`src/rtl/rv64g_pkg.sv`:
```
// Shared RV64G decode types: instruction function enum, decoded command and
// buffered entry layouts, and the major opcode constants used by the decoder.
package rv64g_pkg;

  typedef enum logic [6:0] {
    INVALID,
    LUI, AUIPC, JAL, JALR,
    BEQ, BNE, BLT, BGE, BLTU, BGEU,
    LB, LH, LW, LD, LBU, LHU, LWU,
    SB, SH, SW, SD,
    ADDI, SLTI, SLTIU, XORI, ORI, ANDI, SLLI, SRLI, SRAI,
    ADD, SUB, SLL, SLT, SLTU, XOR, SRL, SRA, OR, AND,
    ADDIW, SLLIW, SRLIW, SRAIW,
    ADDW, SUBW, SLLW, SRLW, SRAW,
    FENCE, FENCE_I, ECALL, EBREAK,
    CSRRW, CSRRS, CSRRC, CSRRWI, CSRRSI, CSRRCI,
    MUL, MULH, MULHSU, MULHU, DIV, DIVU, REM, REMU,
    MULW, DIVW, DIVUW, REMW, REMUW,
    LR_W, SC_W, AMOSWAP_W, AMOADD_W, AMOXOR_W, AMOAND_W, AMOOR_W,
    AMOMIN_W, AMOMAX_W, AMOMINU_W, AMOMAXU_W,
    LR_D, SC_D, AMOSWAP_D, AMOADD_D, AMOXOR_D, AMOAND_D, AMOOR_D,
    AMOMIN_D, AMOMAX_D, AMOMINU_D, AMOMAXU_D,
    FLW, FLD, FSW, FSD
  } funct_t;

  typedef struct packed {
    funct_t      funct;
    logic [4:0]  rd;
    logic [4:0]  rs1;
    logic [4:0]  rs2;
    logic [63:0] imm;
  } decoded_instr_t;

  typedef struct packed {
    decoded_instr_t cmd;
    logic [63:0]    pc;
    logic           illegal;
  } decode_entry_t;

  localparam logic [1:0] UNCOMPRESSED = 2'b11;

  localparam logic [6:0] OP_LUI      = 7'b0110111;
  localparam logic [6:0] OP_AUIPC    = 7'b0010111;
  localparam logic [6:0] OP_JAL      = 7'b1101111;
  localparam logic [6:0] OP_JALR     = 7'b1100111;
  localparam logic [6:0] OP_BRANCH   = 7'b1100011;
  localparam logic [6:0] OP_LOAD     = 7'b0000011;
  localparam logic [6:0] OP_STORE    = 7'b0100011;
  localparam logic [6:0] OP_IMM      = 7'b0010011;
  localparam logic [6:0] OP_IMM32    = 7'b0011011;
  localparam logic [6:0] OP_REG      = 7'b0110011;
  localparam logic [6:0] OP_REG32    = 7'b0111011;
  localparam logic [6:0] OP_MISC_MEM = 7'b0001111;
  localparam logic [6:0] OP_SYSTEM   = 7'b1110011;
  localparam logic [6:0] OP_AMO      = 7'b0101111;
  localparam logic [6:0] OP_LOAD_FP  = 7'b0000111;
  localparam logic [6:0] OP_STORE_FP = 7'b0100111;

endpackage

```
`src/rtl/rv64g_decode_buffer_decoder.sv`:
```
// instruction_decoder: purely combinational 32-bit decode into decoded_instr_t.
// Unrecognised encodings report funct = INVALID.
module instruction_decoder
  import rv64g_pkg::*;
(
  input  logic [31:0]    code_i,
  output decoded_instr_t cmd_o
);

  logic [6:0]  opcode;
  logic [2:0]  f3;
  logic [6:0]  f7;
  logic [63:0] i_imm, s_imm, b_imm, u_imm, j_imm, sh_imm, shw_imm, csr_imm;
  funct_t      funct;
  logic [63:0] imm;

  assign opcode  = code_i[6:0];
  assign f3      = code_i[14:12];
  assign f7      = code_i[31:25];
  assign i_imm   = {{52{code_i[31]}}, code_i[31:20]};
  assign s_imm   = {{52{code_i[31]}}, code_i[31:25], code_i[11:7]};
  assign b_imm   = {{51{code_i[31]}}, code_i[31], code_i[7], code_i[30:25], code_i[11:8], 1'b0};
  assign u_imm   = {{32{code_i[31]}}, code_i[31:12], 12'b0};
  assign j_imm   = {{43{code_i[31]}}, code_i[31], code_i[19:12], code_i[20], code_i[30:21], 1'b0};
  assign sh_imm  = {58'b0, code_i[25:20]};
  assign shw_imm = {59'b0, code_i[24:20]};
  assign csr_imm = {52'b0, code_i[31:20]};

  always_comb begin
    funct = INVALID;
    imm   = '0;
    case (opcode)
      OP_LUI:   begin funct = LUI;   imm = u_imm; end
      OP_AUIPC: begin funct = AUIPC; imm = u_imm; end
      OP_JAL:   begin funct = JAL;   imm = j_imm; end
      OP_JALR:  begin imm = i_imm; if (f3 == 3'd0) funct = JALR; end
      OP_BRANCH: begin
        imm = b_imm;
        case (f3)
          3'd0: funct = BEQ;  3'd1: funct = BNE;
          3'd4: funct = BLT;  3'd5: funct = BGE;
          3'd6: funct = BLTU; 3'd7: funct = BGEU;
          default: funct = INVALID;
        endcase
      end
      OP_LOAD: begin
        imm = i_imm;
        case (f3)
          3'd0: funct = LB;  3'd1: funct = LH;  3'd2: funct = LW; 3'd3: funct = LD;
          3'd4: funct = LBU; 3'd5: funct = LHU; 3'd6: funct = LWU;
          default: funct = INVALID;
        endcase
      end
      OP_STORE: begin
        imm = s_imm;
        case (f3)
          3'd0: funct = SB; 3'd1: funct = SH; 3'd2: funct = SW; 3'd3: funct = SD;
          default: funct = INVALID;
        endcase
      end
      OP_IMM: begin
        imm = i_imm;
        case (f3)
          3'd0: funct = ADDI;  3'd2: funct = SLTI; 3'd3: funct = SLTIU;
          3'd4: funct = XORI;  3'd6: funct = ORI;  3'd7: funct = ANDI;
          3'd1: begin imm = sh_imm; if (code_i[31:26] == 6'b000000) funct = SLLI; end
          3'd5: begin
            imm = sh_imm;
            if (code_i[31:26] == 6'b000000) funct = SRLI;
            else if (code_i[31:26] == 6'b010000) funct = SRAI;
          end
          default: funct = INVALID;
        endcase
      end
      OP_IMM32: begin
        imm = i_imm;
        case (f3)
          3'd0: funct = ADDIW;
          3'd1: begin imm = shw_imm; if (f7 == 7'b0000000) funct = SLLIW; end
          3'd5: begin
            imm = shw_imm;
            if (f7 == 7'b0000000) funct = SRLIW;
            else if (f7 == 7'b0100000) funct = SRAIW;
          end
          default: funct = INVALID;
        endcase
      end
      OP_REG: begin
        case ({f7, f3})
          10'b0000000_000: funct = ADD;    10'b0000000_001: funct = SLL;
          10'b0000000_010: funct = SLT;    10'b0000000_011: funct = SLTU;
          10'b0000000_100: funct = XOR;    10'b0000000_101: funct = SRL;
          10'b0000000_110: funct = OR;     10'b0000000_111: funct = AND;
          10'b0100000_000: funct = SUB;    10'b0100000_101: funct = SRA;
          10'b0000001_000: funct = MUL;    10'b0000001_001: funct = MULH;
          10'b0000001_010: funct = MULHSU; 10'b0000001_011: funct = MULHU;
          10'b0000001_100: funct = DIV;    10'b0000001_101: funct = DIVU;
          10'b0000001_110: funct = REM;    10'b0000001_111: funct = REMU;
          default: funct = INVALID;
        endcase
      end
      OP_REG32: begin
        case ({f7, f3})
          10'b0000000_000: funct = ADDW;  10'b0000000_001: funct = SLLW;
          10'b0000000_101: funct = SRLW;  10'b0100000_000: funct = SUBW;
          10'b0100000_101: funct = SRAW;  10'b0000001_000: funct = MULW;
          10'b0000001_100: funct = DIVW;  10'b0000001_101: funct = DIVUW;
          10'b0000001_110: funct = REMW;  10'b0000001_111: funct = REMUW;
          default: funct = INVALID;
        endcase
      end
      OP_MISC_MEM: begin
        imm = i_imm;
        if (f3 == 3'd0) funct = FENCE;
        else if (f3 == 3'd1) funct = FENCE_I;
      end
      OP_SYSTEM: begin
        if (code_i == 32'h0000_0073) funct = ECALL;
        else if (code_i == 32'h0010_0073) funct = EBREAK;
        else begin
          imm = csr_imm;
          case (f3)
            3'd1: funct = CSRRW;  3'd2: funct = CSRRS;  3'd3: funct = CSRRC;
            3'd5: funct = CSRRWI; 3'd6: funct = CSRRSI; 3'd7: funct = CSRRCI;
            default: funct = INVALID;
          endcase
        end
      end
      OP_AMO: begin
        // funct3 = 2 selects the .W form, 3 the .D form; LR requires rs2 = 0
        if (f3 == 3'd2 || f3 == 3'd3) begin
          case (code_i[31:27])
            5'b00010: if (code_i[24:20] == 5'd0) funct = f3[0] ? LR_D : LR_W;
            5'b00011: funct = f3[0] ? SC_D      : SC_W;
            5'b00001: funct = f3[0] ? AMOSWAP_D : AMOSWAP_W;
            5'b00000: funct = f3[0] ? AMOADD_D  : AMOADD_W;
            5'b00100: funct = f3[0] ? AMOXOR_D  : AMOXOR_W;
            5'b01100: funct = f3[0] ? AMOAND_D  : AMOAND_W;
            5'b01000: funct = f3[0] ? AMOOR_D   : AMOOR_W;
            5'b10000: funct = f3[0] ? AMOMIN_D  : AMOMIN_W;
            5'b10100: funct = f3[0] ? AMOMAX_D  : AMOMAX_W;
            5'b11000: funct = f3[0] ? AMOMINU_D : AMOMINU_W;
            5'b11100: funct = f3[0] ? AMOMAXU_D : AMOMAXU_W;
            default:  funct = INVALID;
          endcase
        end
      end
      OP_LOAD_FP: begin
        imm = i_imm;
        if (f3 == 3'd2) funct = FLW;
        else if (f3 == 3'd3) funct = FLD;
      end
      OP_STORE_FP: begin
        imm = s_imm;
        if (f3 == 3'd2) funct = FSW;
        else if (f3 == 3'd3) funct = FSD;
      end
      default: funct = INVALID;
    endcase
  end

  assign cmd_o = '{funct: funct, rd: code_i[11:7], rs1: code_i[19:15],
                   rs2: code_i[24:20], imm: imm};

endmodule

```
`src/rtl/rv64g_decode_buffer.sv`:
```
// Registered decode stage: decodes on push, buffers entries in a flop FIFO,
// presents the head to issue. Define RV64G_DECODE_BUFFER_STATS_EN for push counters.
module rv64g_decode_buffer
  import rv64g_pkg::*;
#(
  parameter int DEPTH = 4,
  parameter int XLEN  = 64
) (
  input  logic                       clk_i,
  input  logic                       arst_ni,
  input  logic                       flush_i,
  input  logic [31:0]                code_i,
  input  logic [XLEN-1:0]            pc_i,
  input  logic                       in_valid_i,
  output logic                       in_ready_o,
  output decoded_instr_t             cmd_o,
  output logic [XLEN-1:0]            pc_o,
  output logic                       illegal_o,
  output logic                       out_valid_o,
  input  logic                       out_ready_i,
  output logic [$clog2(DEPTH+1)-1:0] count_o
`ifdef RV64G_DECODE_BUFFER_STATS_EN
  ,
  output logic [31:0]                stat_accepted_o,
  output logic [31:0]                stat_illegal_o
`endif
);

  localparam int PW = $clog2(DEPTH);
  localparam int CW = $clog2(DEPTH + 1);

  logic [PW-1:0]  wr_ptr_reg, wr_ptr_next, rd_ptr_reg, rd_ptr_next;
  logic [CW-1:0]  count_reg, count_next;
  logic           push, pop, wr_en;
  decoded_instr_t dec_cmd;
  decode_entry_t  push_entry;

  decoded_instr_t  cmd_arr [DEPTH];
  logic [XLEN-1:0] pc_arr  [DEPTH];
  logic            ill_arr [DEPTH];

  instruction_decoder u_decoder (
    .code_i (code_i),
    .cmd_o  (dec_cmd)
  );

  // Illegal words keep their PC but carry an all-zero command
  always_comb begin
    push_entry.illegal = (code_i[1:0] != UNCOMPRESSED) || (dec_cmd.funct == INVALID);
    push_entry.cmd     = push_entry.illegal ? '0 : dec_cmd;
    push_entry.pc      = 64'(pc_i);
  end

  assign in_ready_o  = (count_reg < CW'(DEPTH));
  assign out_valid_o = (count_reg != '0);
  assign push        = in_valid_i && in_ready_o;
  assign pop         = out_valid_o && out_ready_i;
  assign wr_en       = push && !flush_i;

  for (genvar gi = 0; gi < DEPTH; gi++) begin : g_entry
    decoded_instr_t  cmd_reg;
    logic [XLEN-1:0] pc_reg;
    logic            ill_reg;

    always_ff @(posedge clk_i) begin
      if (wr_en && (wr_ptr_reg == PW'(gi))) begin
        cmd_reg <= push_entry.cmd;
        pc_reg  <= push_entry.pc[XLEN-1:0];
        ill_reg <= push_entry.illegal;
      end
    end

    assign cmd_arr[gi] = cmd_reg;
    assign pc_arr[gi]  = pc_reg;
    assign ill_arr[gi] = ill_reg;
  end

  always_comb begin
    wr_ptr_next = wr_ptr_reg;
    rd_ptr_next = rd_ptr_reg;
    count_next  = count_reg;
    if (flush_i) begin
      wr_ptr_next = '0;
      rd_ptr_next = '0;
      count_next  = '0;
    end else begin
      if (push) wr_ptr_next = wr_ptr_reg + 1'b1;
      if (pop)  rd_ptr_next = rd_ptr_reg + 1'b1;
      if (push && !pop)      count_next = count_reg + 1'b1;
      else if (pop && !push) count_next = count_reg - 1'b1;
    end
  end

  always_ff @(posedge clk_i or negedge arst_ni) begin
    if (!arst_ni) begin
      wr_ptr_reg <= '0;
      rd_ptr_reg <= '0;
      count_reg  <= '0;
    end else begin
      wr_ptr_reg <= wr_ptr_next;
      rd_ptr_reg <= rd_ptr_next;
      count_reg  <= count_next;
    end
  end

  // Head fields are forced to zero while empty so stale storage never leaks
  assign cmd_o     = out_valid_o ? cmd_arr[rd_ptr_reg] : '0;
  assign pc_o      = out_valid_o ? pc_arr[rd_ptr_reg]  : '0;
  assign illegal_o = out_valid_o && ill_arr[rd_ptr_reg];
  assign count_o   = count_reg;

`ifdef RV64G_DECODE_BUFFER_STATS_EN
  logic [31:0] stat_accepted_reg, stat_illegal_reg;

  always_ff @(posedge clk_i or negedge arst_ni) begin
    if (!arst_ni) begin
      stat_accepted_reg <= '0;
      stat_illegal_reg  <= '0;
    end else if (push) begin
      if (stat_accepted_reg != '1) stat_accepted_reg <= stat_accepted_reg + 1'b1;
      if (push_entry.illegal && (stat_illegal_reg != '1))
        stat_illegal_reg <= stat_illegal_reg + 1'b1;
    end
  end

  assign stat_accepted_o = stat_accepted_reg;
  assign stat_illegal_o  = stat_illegal_reg;
`endif

endmodule

```
`config.mk`:
```
export PLATFORM = sky130hd
export DESIGN_NAME = rv64g_decode_buffer
export DESIGN_NICKNAME = d
export VERILOG_FILES = /design/src/rtl/rv64g_pkg.sv /design/src/rtl/rv64g_decode_buffer_decoder.sv /design/src/rtl/rv64g_decode_buffer.sv
export SDC_FILE = /design/constraint.sdc
export NUM_CORES = 1
export LEC_CHECK = 0
export BUFFER_PORTS_ARGS = -buffer_cell sky130_fd_sc_hd__buf_4
export CORE_UTILIZATION = 54
export DETAILED_ROUTE_END_ITERATION = 10
export PLACE_DENSITY = 0.76
export SYNTH_ARGS = -nofsm -noshare
export SYNTH_HDL_FRONTEND = slang
export SYNTH_HIERARCHICAL = 1
export SYNTH_SLANG_ARGS = --single-unit
```
`constraint.sdc`:
```
create_clock -name clk_i -period 4.8 [get_ports clk_i]
set_input_delay 0.72 -clock clk_i [delete_from_list [all_inputs] [get_ports clk_i]]
set_output_delay 0.72 -clock clk_i [all_outputs]
set_load 0.02 [all_outputs]
```
==> PnR_summary.wiki, run 1 <==
{| class="wikitable"
! Metric !! Value
|-
| Run status || finished, final reports clean
|-
| Via count of the first global-routing pass || 14.5k
|-
| Initial detailed-routing violation count || roughly 1.6k
|-
| EDFF count, synth || 604
|-
| Layout-stage area growth over the synthesis result || 15.8%
|-
| Endpoint arrival time on the critical path || 2.89 ns
|-
| Fmax || 277 MHz
|-
| Starting density of the core || 54.8%
|-
| Synth top area share || 69.2%
|-
| Setup-failing EPs final || 0
|-
| Number of synthesized register bits || 611
|-
| CP startpoint || rd_ptr_reg[1]$_DFFE_PN0P_
|-
| Destination of the worst register-to-register timing path || g_entry[3].pc_reg[6]$_DFFE_PP_
|-
| Main flop type after synthesis || sky130_fd_sc_hd__edfxtp_1
|-
| Sequential cell area fraction in the yosys report || 69.9%
|-
| Post-cts hold buffer count || 1
|-
| Number of instances in the synthesized netlist || 1491
|-
| Pwr Density || 475 nW/um2
|-
| Number of hold-slack violations in the final timing report || 0
|-
| Chip height || 222 um
|-
| Post CTS Setup Buffer Count || 0
|-
| Relative slew slack || 25.3%
|-
| Std cell rows || 80
|-
| Maxcap violations || 0
|-
| Leakage power summed over all cells || 0.0106 uW
|-
| Reg-to-reg setup timing slack || approximately 2.1 ns
|-
| Critical path class || reg2out
|-
| First-pass DRT Iterations || 6
|-
| Half-perimeter wire length after placement || 36.0 mm
|-
| Count of pins on the block boundary || around 260
|-
| Cell area after technology mapping || 26200 um2
|-
| Global route overflow || 0
|-
| Maximum fanout along the worst path || between 60 and 70
|-
| Antenna violations before repair || 1
|-
| R2R depth || 4
|-
| Worst setup EP type || primary output
|-
| Max-slew violation total from the final report || 0
|-
| Critical Path Start Type || flip-flop
|-
| Number of I/O port buffers || 256
|-
| Number of flip-flops in the largest register || 344
|-
| Synth area leaders || sky130_fd_sc_hd__edfxtp_1 (69%), sky130_fd_sc_hd__mux4_2 (13%), sky130_fd_sc_hd__and2_1 (5.7%)
|-
| Post-synth top area cell || sky130_fd_sc_hd__edfxtp_1
|-
| Largest net degree at the start of global routing || approximately 70
|-
| Most frequent cell after synthesis || sky130_fd_sc_hd__edfxtp_1
|-
| All-layer global routing usage || 23.8%
|-
| Beginning of the worst register-to-register path || count_o[2]$_DFFE_PN0P_
|-
| Total Routed Length || 58.5 mm
|-
| Die outline area || 49400 um2
|-
| First-pass GRT wire length || around 89 mm
|-
| Final net count || roughly 1.8k
|-
| Fin Clk Skew || 0.0123 ns
|-
| Post-route clock period utilization || 75.3%
|-
| Later-pin clock latency in the skew report || 0.61 ns
|-
| Crit path to || pc_o[7]
|-
| Cell at the root of the clock tree || sky130_fd_sc_hd__clkbuf_16
|-
| Total nets after synthesis || 1597
|-
| DR vias || 14.3k
|-
| X dimension of the die || 222 um
|-
| List of most frequent post-synthesis cells || sky130_fd_sc_hd__edfxtp_1 (604), sky130_fd_sc_hd__and2_1 (240), sky130_fd_sc_hd__mux4_2 (151), sky130_fd_sc_hd__clkbuf_1 (52), sky130_fd_sc_hd__buf_4 (47)
|-
| Share of final-layout standard cells stronger than drive strength 1 || a little under a third
|-
| Minimum clock period || 3.61 ns
|-
| RD Place Congestion || 0.918
|-
| WL per Instance || 24.8 um
|-
| Mean instance size in the synthesized netlist || 17.6 um2
|-
| Cells resized by post-CTS repair || 0
|-
| Sum of negative setup slack || 0 ns
|-
| Ratio of routed vias to standard cells || 6.07
|-
| Clock input transition at the sequential cells of the worst setup and hold paths || approximately 0.060 ns
|-
| Worst vdd ir || slightly below 0.3 mV
|-
| Final hold slack || approximately 0.31 ns
|-
| Setup repair after global routing missed its margin || no
|-
| Post-route DRC || 0
|-
| Share of synthesized flip-flops with an asynchronous set or reset || 1.15%
|-
| Core footprint || 47800 um2
|-
| Total number of H-tree levels || 2
|-
| Distinct cells, synth || 76
|-
| Maximum number of buffers from clock root to sink || 3
|-
| Slew of the pin with the lowest slew margin || 1.12 ns
|-
| Number of clock sinks || 611
|-
| ANT nets after route || 0
|-
| Total number of yosys warnings || 6
|-
| Path class of the lowest-slack min-delay path || in2reg
|-
| TritonCTS clock tree || done
|-
| Required time of the critical path || 4.08 ns
|-
| CTS buffer count || 60
|}
==> power breakdown <==
group / leakage, uW / switching (uW) / internal, uW
combinational: 0.00384 / 2050 / 1640
sequential: 0.00587 / 116 / 6090
clock: 0.000928 / 1890 / 2640
total: 0.0106 / 4060 / 10400
==> logic make-up (layout without fill, tap and decap cells) <==
kind of cell / Yosys count / count (layout) / share of synthesized area [%]
DFF: 611 / 611 / 69.9
adders and majority gates: 6 / 6 / 0.306
xor gates and xnor gates: 8 / 8 / 0.267
buffers and inverters: 160 / 409 / 3.43
AOI/OAI and AO/OA: 150 / 150 / 4.00
and+or+nand+nor: 402 / 402 / 9.03
other: 0 / 1 / 0
muxes: 154 / 154 / 13.1
==> area by class of cell <==
type / instances / area, um2
sequential: 611 / 18300
fill: 3413 / 17500
multi-input combinational: 720 / 7030
timing repair buffer: 285 / 2270
clock buffer: 72 / 1570
tap: 615 / 769
clock inverter: 36 / 334
inverter: 16 / 60.1
antenna: 1 / 2.50
==> worst min-delay path by stage <==
stage	from	cells after the start	to
floorplan	arst_ni	0	count_o[0]$_DFFE_PN0P_
global placement	arst_ni	1	count_o[1]$_DFFE_PN0P_
detailed placement	arst_ni	1	count_o[1]$_DFFE_PN0P_
CTS	pc_i[4]	1	g_entry[2].pc_reg[4]$_DFFE_PP_
global route	pc_i[4]	1	g_entry[1].pc_reg[4]$_DFFE_PP_
finish	pc_i[2]	1	g_entry[1].pc_reg[2]$_DFFE_PP_
==> layer usage <==
metal / track usage (%) / wire length (um)
met5: 0 / 19
met4: 7.44 / 1600
met3: 4.50 / 3750
met2: 37.3 / 28200
met1: 34.3 / 24900
==> layout by cell type, fill, tap and decap left out, types with 4 or more instances in the layout <==
master	instances
sky130_fd_sc_hd__nor2b_1	6
sky130_fd_sc_hd__clkinv_2	9
sky130_fd_sc_hd__and3_1	15
sky130_fd_sc_hd__xor2_1	4
sky130_fd_sc_hd__clkbuf_1	11
sky130_fd_sc_hd__nand2_1	25
sky130_fd_sc_hd__and2_4	4
sky130_fd_sc_hd__a31oi_1	8
sky130_fd_sc_hd__buf_4	274
sky130_fd_sc_hd__nand2b_1	8
sky130_fd_sc_hd__buf_12	10
sky130_fd_sc_hd__ha_1	4
sky130_fd_sc_hd__nor4_1	6
sky130_fd_sc_hd__clkinv_1	15
sky130_fd_sc_hd__nor3_1	17
sky130_fd_sc_hd__a22o_1	7
sky130_fd_sc_hd__nand4_1	9
sky130_fd_sc_hd__o21ai_0	32
sky130_fd_sc_hd__dfrtp_1	5
sky130_fd_sc_hd__clkbuf_16	61
sky130_fd_sc_hd__a21o_1	21
sky130_fd_sc_hd__or3_1	5
sky130_fd_sc_hd__o22ai_1	7
sky130_fd_sc_hd__a32oi_1	5
sky130_fd_sc_hd__inv_1	15
sky130_fd_sc_hd__edfxtp_1	604
sky130_fd_sc_hd__nand3_1	14
sky130_fd_sc_hd__bufinv_16	6
sky130_fd_sc_hd__and2_1	236
sky130_fd_sc_hd__xnor2_1	4
sky130_fd_sc_hd__a21oi_1	23
sky130_fd_sc_hd__nor2_1	36
sky130_fd_sc_hd__mux4_2	151
sky130_fd_sc_hd__a22oi_1	4
==> stage by stage <==
step	area (um2)	utilization [%]	instances	worst slack (ns)	power [uW]
final	30400	63.4	2356	1.19	14400
after global routing	30400	63.4	2355	1.03	15000
after CTS	30400	63.4	2355	1.11	14600
after detailed placement	28400	59.4	2246	0.672	10100
after global placement	28400	59.4	2246	0.529	10000
after floorplan	26200	-	1491	1.23	8610
==> critical path: stages (launching register included) <==
cell,delay (ns)
sky130_fd_sc_hd__dfrtp_4,1.15
sky130_fd_sc_hd__buf_4,0.43
sky130_fd_sc_hd__mux4_2,0.34
sky130_fd_sc_hd__and2_1,0.19
sky130_fd_sc_hd__buf_4,0.16
(Power assumes the default switching activity.)
==> inputs of run 2 (changes only) <==
==> constraint.sdc (replaced) <==
create_clock -name clk_i -period 3.1 [get_ports clk_i]
set_input_delay 0.465 -clock clk_i [delete_from_list [all_inputs] [get_ports clk_i]]
set_output_delay 0.465 -clock clk_i [all_outputs]
set_load 0.02 [all_outputs]
==> run 2 against run 1 <==
Net effect:
- final cell count is 4.5% higher
- power rose by 54%
- non-clock buffer count up 111
- register-to-register slack lost 1.3 ns
- utilization grew 2.0 points
- flip-flop and latch count unchanged
- clock power is 44% higher
- worst hold slack worse by 0.24 ns
- first-iteration DRC count fell by 8.5%
- final area up 3.1%
- routed wire length up 4.3%
- critical endpoint is now cmd_o[24]
- highest routed layer is now met4
==> PnR_summary.wiki, run 2 (synthesis gave the netlist of run 1 again) <==
{| class="wikitable"
! Metric !! Value
|-
| Total Routed Length || 61.0 mm (+4.3%)
|-
| Most common cell after layout, fill and taps aside || sky130_fd_sc_hd__edfxtp_1
|-
| Initial detailed-routing violation count || 1461 (-8.5%)
|-
| Antenna violations before repair || 1 (unchanged)
|-
| Via count of the first global-routing pass || 15.1k (+4.0%)
|-
| ANT nets after route || 0 (unchanged)
|-
| Required time of the critical path || 2.63 ns (-1.45 ns)
|-
| First-pass DRT Iterations || 5 (-1)
|-
| Maxcap violations || 0 (unchanged)
|-
| Later-pin clock latency in the skew report || 0.59 ns (-0.02 ns)
|-
| CTS buffer count || 57 (-5.0%)
|-
| Count of pins on the block boundary || 257 (unchanged)
|-
| Max-slew violation total from the final report || 0 (unchanged)
|-
| First-pass GRT wire length || 91.8 mm (+3.7%)
|-
| WL per Instance || 24.8 um (-0.21%)
|-
| Fin Clk Skew || 0.0112 ns (-0.00115 ns)
|-
| Number of clock sinks || 611 (unchanged)
|-
| Endpoint arrival time on the critical path || 2.53 ns (-0.36 ns)
|-
| Slowest-stage cell, CP || sky130_fd_sc_hd__mux4_2
|-
| Starting density of the core || 54.8% (unchanged)
|-
| Worst setup EP type || primary output
|-
| Cell at the root of the clock tree || sky130_fd_sc_hd__clkbuf_16
|-
| Longest individual stage delay on the worst path || 0.58 ns (-0.57 ns)
|-
| Relative slew slack || 47.3% (+22 points)
|-
| Number of hold-slack violations in the final timing report || 0 (unchanged)
|-
| Worst setup slack before clock tree synthesis || -0.127 ns (-0.800 ns)
|-
| Die outline area || 49400 um2 (unchanged)
|-
| Pwr Density || 708 nW/um2 (+49%)
|-
| Fmax || 334 MHz
|-
| Worst vdd ir || 0.435 mV (+47%)
|-
| Core footprint || 47800 um2 (unchanged)
|-
| Number of flip-flops in the largest register || 344 (unchanged)
|-
| Buffers and inverters on the worst path || 2 (unchanged)
|-
| Minimum clock period || 2.99 ns
|-
| Share of final-layout standard cells stronger than drive strength 1 || 35.1% (+4.0 points)
|-
| Final instance count without filler cells || 2462 (+4.5%)
|-
| Largest net degree at the start of global routing || 60 (-13%)
|-
| Gate family responsible for the most delay along the worst path || multiplexers
|-
| Final net count || 1908 (+6.0%)
|-
| Post-route worst setup slack || 0.106 ns (-1.08 ns)
|-
| Overall Power || 22200 uW (+54%)
|-
| Total number of H-tree levels || 2 (unchanged)
|-
| RD Place Congestion || 0.905 (-1.4%)
|-
| DR vias || 14.8k (+3.3%)
|-
| Commonest cells after routing, fill and taps aside || sky130_fd_sc_hd__edfxtp_1 (604), sky130_fd_sc_hd__buf_4 (364), sky130_fd_sc_hd__and2_1 (236)
|-
| Post-route DRC || 0 (unchanged)
|-
| Sum of negative setup slack || 0 ns (unchanged)
|-
| Number of placed instances, taps included || 2356 (+4.9%)
|-
| Run status || finished, final reports clean
|-
| Post-route clock period utilization || 96.6%
|-
| Chip height || 222 um (unchanged)
|-
| Clock input transition at the sequential cells of the worst setup and hold paths || 0.06 ns (about the same)
|-
| TritonCTS clock tree || done
|-
| Setup repair after global routing missed its margin || no
|-
| Maximum number of buffers from clock root to sink || 3 (unchanged)
|-
| All-layer global routing usage || 24.9% (+1.0 points)
|-
| Global route overflow || 0 (unchanged)
|-
| Leakage power summed over all cells || 0.0112 uW (+5.0%)
|-
| Half-perimeter wire length after placement || 39.2 mm (+9.1%)
|-
| Final cell utilization of the core || 65.4% (+2.0 points)
|-
| Std cell rows || 80 (unchanged)
|-
| Layout-stage area growth over the synthesis result || 19.4%
|-
| Ratio of routed vias to standard cells || 6.00 (-1.2%)
|-
| Critical Path Start Type || flip-flop
|-
| X dimension of the die || 222 um (unchanged)
|-
| CP cell instances || buf_16, mux4_2, and2_1, buf_4
|-
| Slew of the pin with the lowest slew margin || 0.791 ns (-0.330 ns)
|-
| Critical path class || reg2out
|-
| Maximum fanout along the worst path || 40 (-41%)
|-
| Setup-failing EPs final || 0 (unchanged)
|-
| Path class of the lowest-slack min-delay path || in2reg
|-
| Number of I/O port buffers || 256 (unchanged)
|}
## run 2: cell types whose count changed in the layout (fill, tap and decap cells not counted), sizes merged
cell | previous run | this run
bufinv | 6 | 2
buf | 284 | 395
inv | 20 | 16
clkinvlp | 2 | 4
clkinv | 24 | 23
clkbuf | 72 | 74
## run 2: layout make-up
cell class,instances,area [um2]
clock inverters,29,185
well taps,615,769
repair buffers,396,3370
flip-flops and latches,611,18300
inverters,16,60.1
diodes,1,2.50
fillers,3298,16500
multi-input cells,720,7030
clock buffers,74,1560
## run 2: final timing paths
path,from,to,slack (ns),cells after the start
setup / recovery,rd_ptr_reg[0]$_DFFE_PN0P_,cmd_o[24],0.11,4
hold / removal,pc_i[21],g_entry[3].pc_reg[21]$_DFFE_PP_,0.07,1
setup reg to reg,count_o[2]$_DFFE_PN0P_,g_entry[1].pc_reg[42]$_DFFE_PP_,0.83,4
hold reg to reg,wr_ptr_reg[1]$_DFFE_PN0P_,wr_ptr_reg[1]$_DFFE_PN0P_,0.60,2
max in group asynchronous,arst_ni,rd_ptr_reg[1]$_DFFE_PN0P_,2.71,2
min in group asynchronous,arst_ni,count_o[0]$_DFFE_PN0P_,0.23,2
## run 2: stage by stage
step,hold WS [ns],instance area [um2]
finish,0.0727,31300
global route,0.0370,31300
CTS,0.0335,31300
detailed placement,0.292,29500
global placement,0.290,29500
floorplan,0.169,26200
## run 2: routing by layer
metal,up-vias,global-route usage (%),wire [um]
met4,0,8.20,1780
met3,106,4.46,3720
met5,-,0,0
met1,7670,35.4,26000
met2,514,39.2,29400
li1,6471,-,-
## run 2: timing repair
| action | in CTS | in global routing |
|---|---|---|
| buffers inserted | 1 | 0 |
| setup endpoints to repair | 11 | 0 |
| hold endpoints to repair | 7 | 0 |
| gates resized for setup | 1 | 0 |
| hold buffers | 1 | 0 |
## run 2: report_power, final
group / total, uW / switching, uW / internal [uW]
Combinational: 6070 / 3300 / 2780
Sequential: 9550 / 130 / 9420
Clock: 6540 / 2860 / 3680
==> inputs of run 3 (changes only) <==
--- a/config.mk
+++ b/config.mk
@@ -6,9 +6,10 @@
 export NUM_CORES = 1
 export LEC_CHECK = 0
 export BUFFER_PORTS_ARGS = -buffer_cell sky130_fd_sc_hd__buf_4
-export CORE_UTILIZATION = 54
+export CORE_MARGIN = 2
+export CORE_UTILIZATION = 40
 export DETAILED_ROUTE_END_ITERATION = 10
-export PLACE_DENSITY = 0.76
+export PLACE_DENSITY = 0.59
 export SYNTH_ARGS = -nofsm -noshare
 export SYNTH_HDL_FRONTEND = slang
 export SYNTH_HIERARCHICAL = 1
==> run 3 against run 2 <==
Net effect:
- worst hold slack got worse by 0.012 ns
- clock skew up 0.0082 ns
- critical path depth is the same
- routed wire length is 6.2% higher
- maximum frequency increased by 1.2%
- combinational power shrank 0.8%
- first-iteration DRC count shrank 28%
- final cell count rose by 11%
- clock power rose by 13%
- die area is 37% higher
- largest power group unchanged
- highest routed layer is now met5
==> PnR_summary.wiki, run 3 (synthesis gave the netlist of run 1 again) <==
{| class="wikitable"
! Metric !! Value
|-
| R2R depth || 4 (unchanged)
|-
| Later-pin clock latency in the skew report || 0.60 ns (about the same)
|-
| X dimension of the die || 260 um (+17%)
|-
| Total Routed Length || 64.7 mm (+6.2%)
|-
| All-layer global routing usage || 19.4% (-5.5 points)
|-
| Chip height || 260 um (+17%)
|-
| Count of inserted antenna diode cells || 0 (-1)
|-
| Leakage power summed over all cells || 0.0114 uW (+1.6%)
|-
| First-pass DRT Iterations || 8 (+3)
|-
| Worst vdd ir || 0.361 mV (-17%)
|-
| Post-route DRC || 0 (unchanged)
|-
| Endpoint arrival time on the critical path || 2.49 ns (-0.04 ns)
|-
| Cell type with the highest occurrence count on the critical path || sky130_fd_sc_hd__buf_4
|-
| Die outline area || 67600 um2 (+37%)
|-
| Global route overflow || 0 (unchanged)
|-
| Initial detailed-routing violation count || 1045 (-28%)
|-
| Std cell rows || 93 (+16%)
|-
| First-pass GRT wire length || 97.7 mm (+6.4%)
|-
| Share of final-layout standard cells stronger than drive strength 1 || 36.1% (+1.0 points)
|-
| Relative slew slack || 59.5% (+12 points)
|-
| Slew of the pin with the lowest slew margin || 0.601 ns (-0.190 ns)
|-
| Number of flip-flops in the largest register || 344 (unchanged)
|-
| ANT nets after route || 0 (unchanged)
|-
| Post-cts hold buffer count || 1 (unchanged)
|-
| Setup-failing EPs final || 0 (unchanged)
|-
| Fin Clk Skew || 0.0194 ns (+0.00822 ns)
|-
| CP startpoint || rd_ptr_reg[0]$_DFFE_PN0P_
|-
| Destination of the worst register-to-register timing path || g_entry[3].pc_reg[52]$_DFFE_PP_
|-
| Number of I/O port buffers || 256 (unchanged)
|-
| Post-route clock period utilization || 95.4% (-1.2 points)
|-
| Count of pins on the block boundary || 257 (unchanged)
|-
| Number of placed instances, taps included || 2603 (+10%)
|-
| Number of clock sinks || 611 (unchanged)
|-
| Ratio of routed vias to standard cells || 5.38 (-10%)
|-
| Longest individual stage delay on the worst path || 0.61 ns (+0.03 ns)
|-
| TritonCTS clock tree || done
|-
| Antenna violations before repair || 3 (+2)
|-
| CTS buffer count || 67 (+18%)
|-
| Cell at the root of the clock tree || sky130_fd_sc_hd__clkbuf_16
|-
| Layout-stage area growth over the synthesis result || 21.9%
|-
| Post CTS Setup Buffer Count || 0 (-1)
|-
| Worst setup EP type || primary output
|-
| Most common cell after layout, fill and taps aside || sky130_fd_sc_hd__edfxtp_1
|-
| Maxcap violations || 0 (unchanged)
|-
| Pwr Density || 719 nW/um2 (+1.6%)
|-
| Crit path to || cmd_o[1]
|-
| Beginning of the worst register-to-register path || count_o[2]$_DFFE_PN0P_
|-
| Path class of the lowest-slack min-delay path || in2reg
|-
| Maximum fanout along the worst path || 21 (-48%)
|-
| Max-slew violation total from the final report || 0 (unchanged)
|-
| Maximum number of buffers from clock root to sink || 3 (unchanged)
|-
| Final hold slack || 0.0603 ns (-0.0124 ns)
|-
| Cells resized by post-CTS repair || 0 (-1)
|-
| Starting density of the core || 40.6% (-14 points)
|-
| Critical Path Start Type || flip-flop
|-
| Fmax || 338 MHz (+1.2%)
|-
| Number of hold-slack violations in the final timing report || 0 (unchanged)
|-
| Core footprint || 64600 um2 (+35%)
|-
| Reg-to-reg setup timing slack || 0.89 ns (+0.06 ns)
|-
| Via count of the first global-routing pass || 15.6k (+3.2%)
|-
| Slowest-stage cell, CP || sky130_fd_sc_hd__mux4_2
|-
| Largest net degree at the start of global routing || 66 (+10%)
|-
| Final net count || 1924 (+0.84%)
|-
| Half-perimeter wire length after placement || 42.9 mm (+9.3%)
|-
| Commonest cells after routing, fill and taps aside || sky130_fd_sc_hd__edfxtp_1 (604), sky130_fd_sc_hd__buf_4 (370), sky130_fd_sc_hd__and2_1 (236)
|-
| Setup repair after global routing missed its margin || no
|-
| RD Place Congestion || 0.870 (-3.8%)
|-
| Minimum clock period || 2.96 ns (-0.0369 ns)
|-
| WL per Instance || 23.8 um (-4.0%)
|-
| CP cell instances || buf_4, mux4_2, and2_1, buf_4
|-
| Critical path class || reg2out
|-
| Total number of H-tree levels || 3 (+1)
|-
| Required time of the critical path || 2.63 ns (about the same)
|-
| DR vias || 14.6k (-0.81%)
|-
| Final instance count without filler cells || 2723 (+11%)
|-
| Run status || finished, final reports clean
|-
| Clock input transition at the sequential cells of the worst setup and hold paths || 0.06 ns (about the same)
|}
-- run 3: per-stage QoR --
stage / setup slack (ns) / TNS [ns] / power [uW] / utilization, % / instance area, um2
2_1_floorplan: -0.0873 / -52.76 / 13300 / - / 26200
3_3_place_gp: -0.0992 / -28.14 / 15900 / 46.3 / 29900
3_5_place_dp: -0.210 / -62.29 / 15900 / 46.3 / 29900
4_1_cts: 0.0567 / 0 / 23300 / 49.5 / 31900
5_1_grt: 0.0135 / 0 / 24000 / 49.5 / 31900
6_report: 0.143 / 0 / 23000 / 49.5 / 31900
-- run 3: worst min-delay path by stage --
stage	depth (start not counted)	endpoint	startpoint
final	1	g_entry[1].pc_reg[1]$_DFFE_PP_	pc_i[1]
after global routing	1	g_entry[2].pc_reg[8]$_DFFE_PP_	pc_i[8]
after CTS	1	g_entry[3].pc_reg[2]$_DFFE_PP_	pc_i[2]
after detailed placement	1	count_o[1]$_DFFE_PN0P_	arst_ni
after global placement	1	count_o[1]$_DFFE_PN0P_	arst_ni
after floorplan	0	count_o[0]$_DFFE_PN0P_	arst_ni
-- run 3: layout make-up --
cell class	instances	area, um2
Tap cell	855	1070
Timing Repair Buffer	402	3410
Multi-Input combinational cell	720	7030
Clock inverter	42	297
Inverter	16	60.1
Clock buffer	77	1760
Fill cell	5424	32600
Sequential cell	611	18300
-- run 3: power breakdown --
| group | total [uW] | switching [uW] | internal, uW |
|---|---|---|---|
| clock network | 7420 | 3160 | 4260 |
| registers | 9550 | 121 | 9430 |
| logic | 6020 | 3320 | 2700 |
-- run 3: routing by layer --
metal	vias to the layer above	share of wire, %	GRT usage [%]
met4	6	2.2	6.18
met1	7634	43	26.0
met5	-	0.062	0
met2	427	49	32.2
met3	86	5.4	3.59
li1	6489	-	-
-- run 3: worst max-delay path: cells and delay by family (launching register included) --
| kind | cells | cell delay (ns) |
|---|---|---|
| muxes | 1 | 0.61 |
| and+or+nand+nor | 1 | 0.20 |
| DFF | 1 | 0.49 |
| buffers and inverters | 2 | 0.58 |
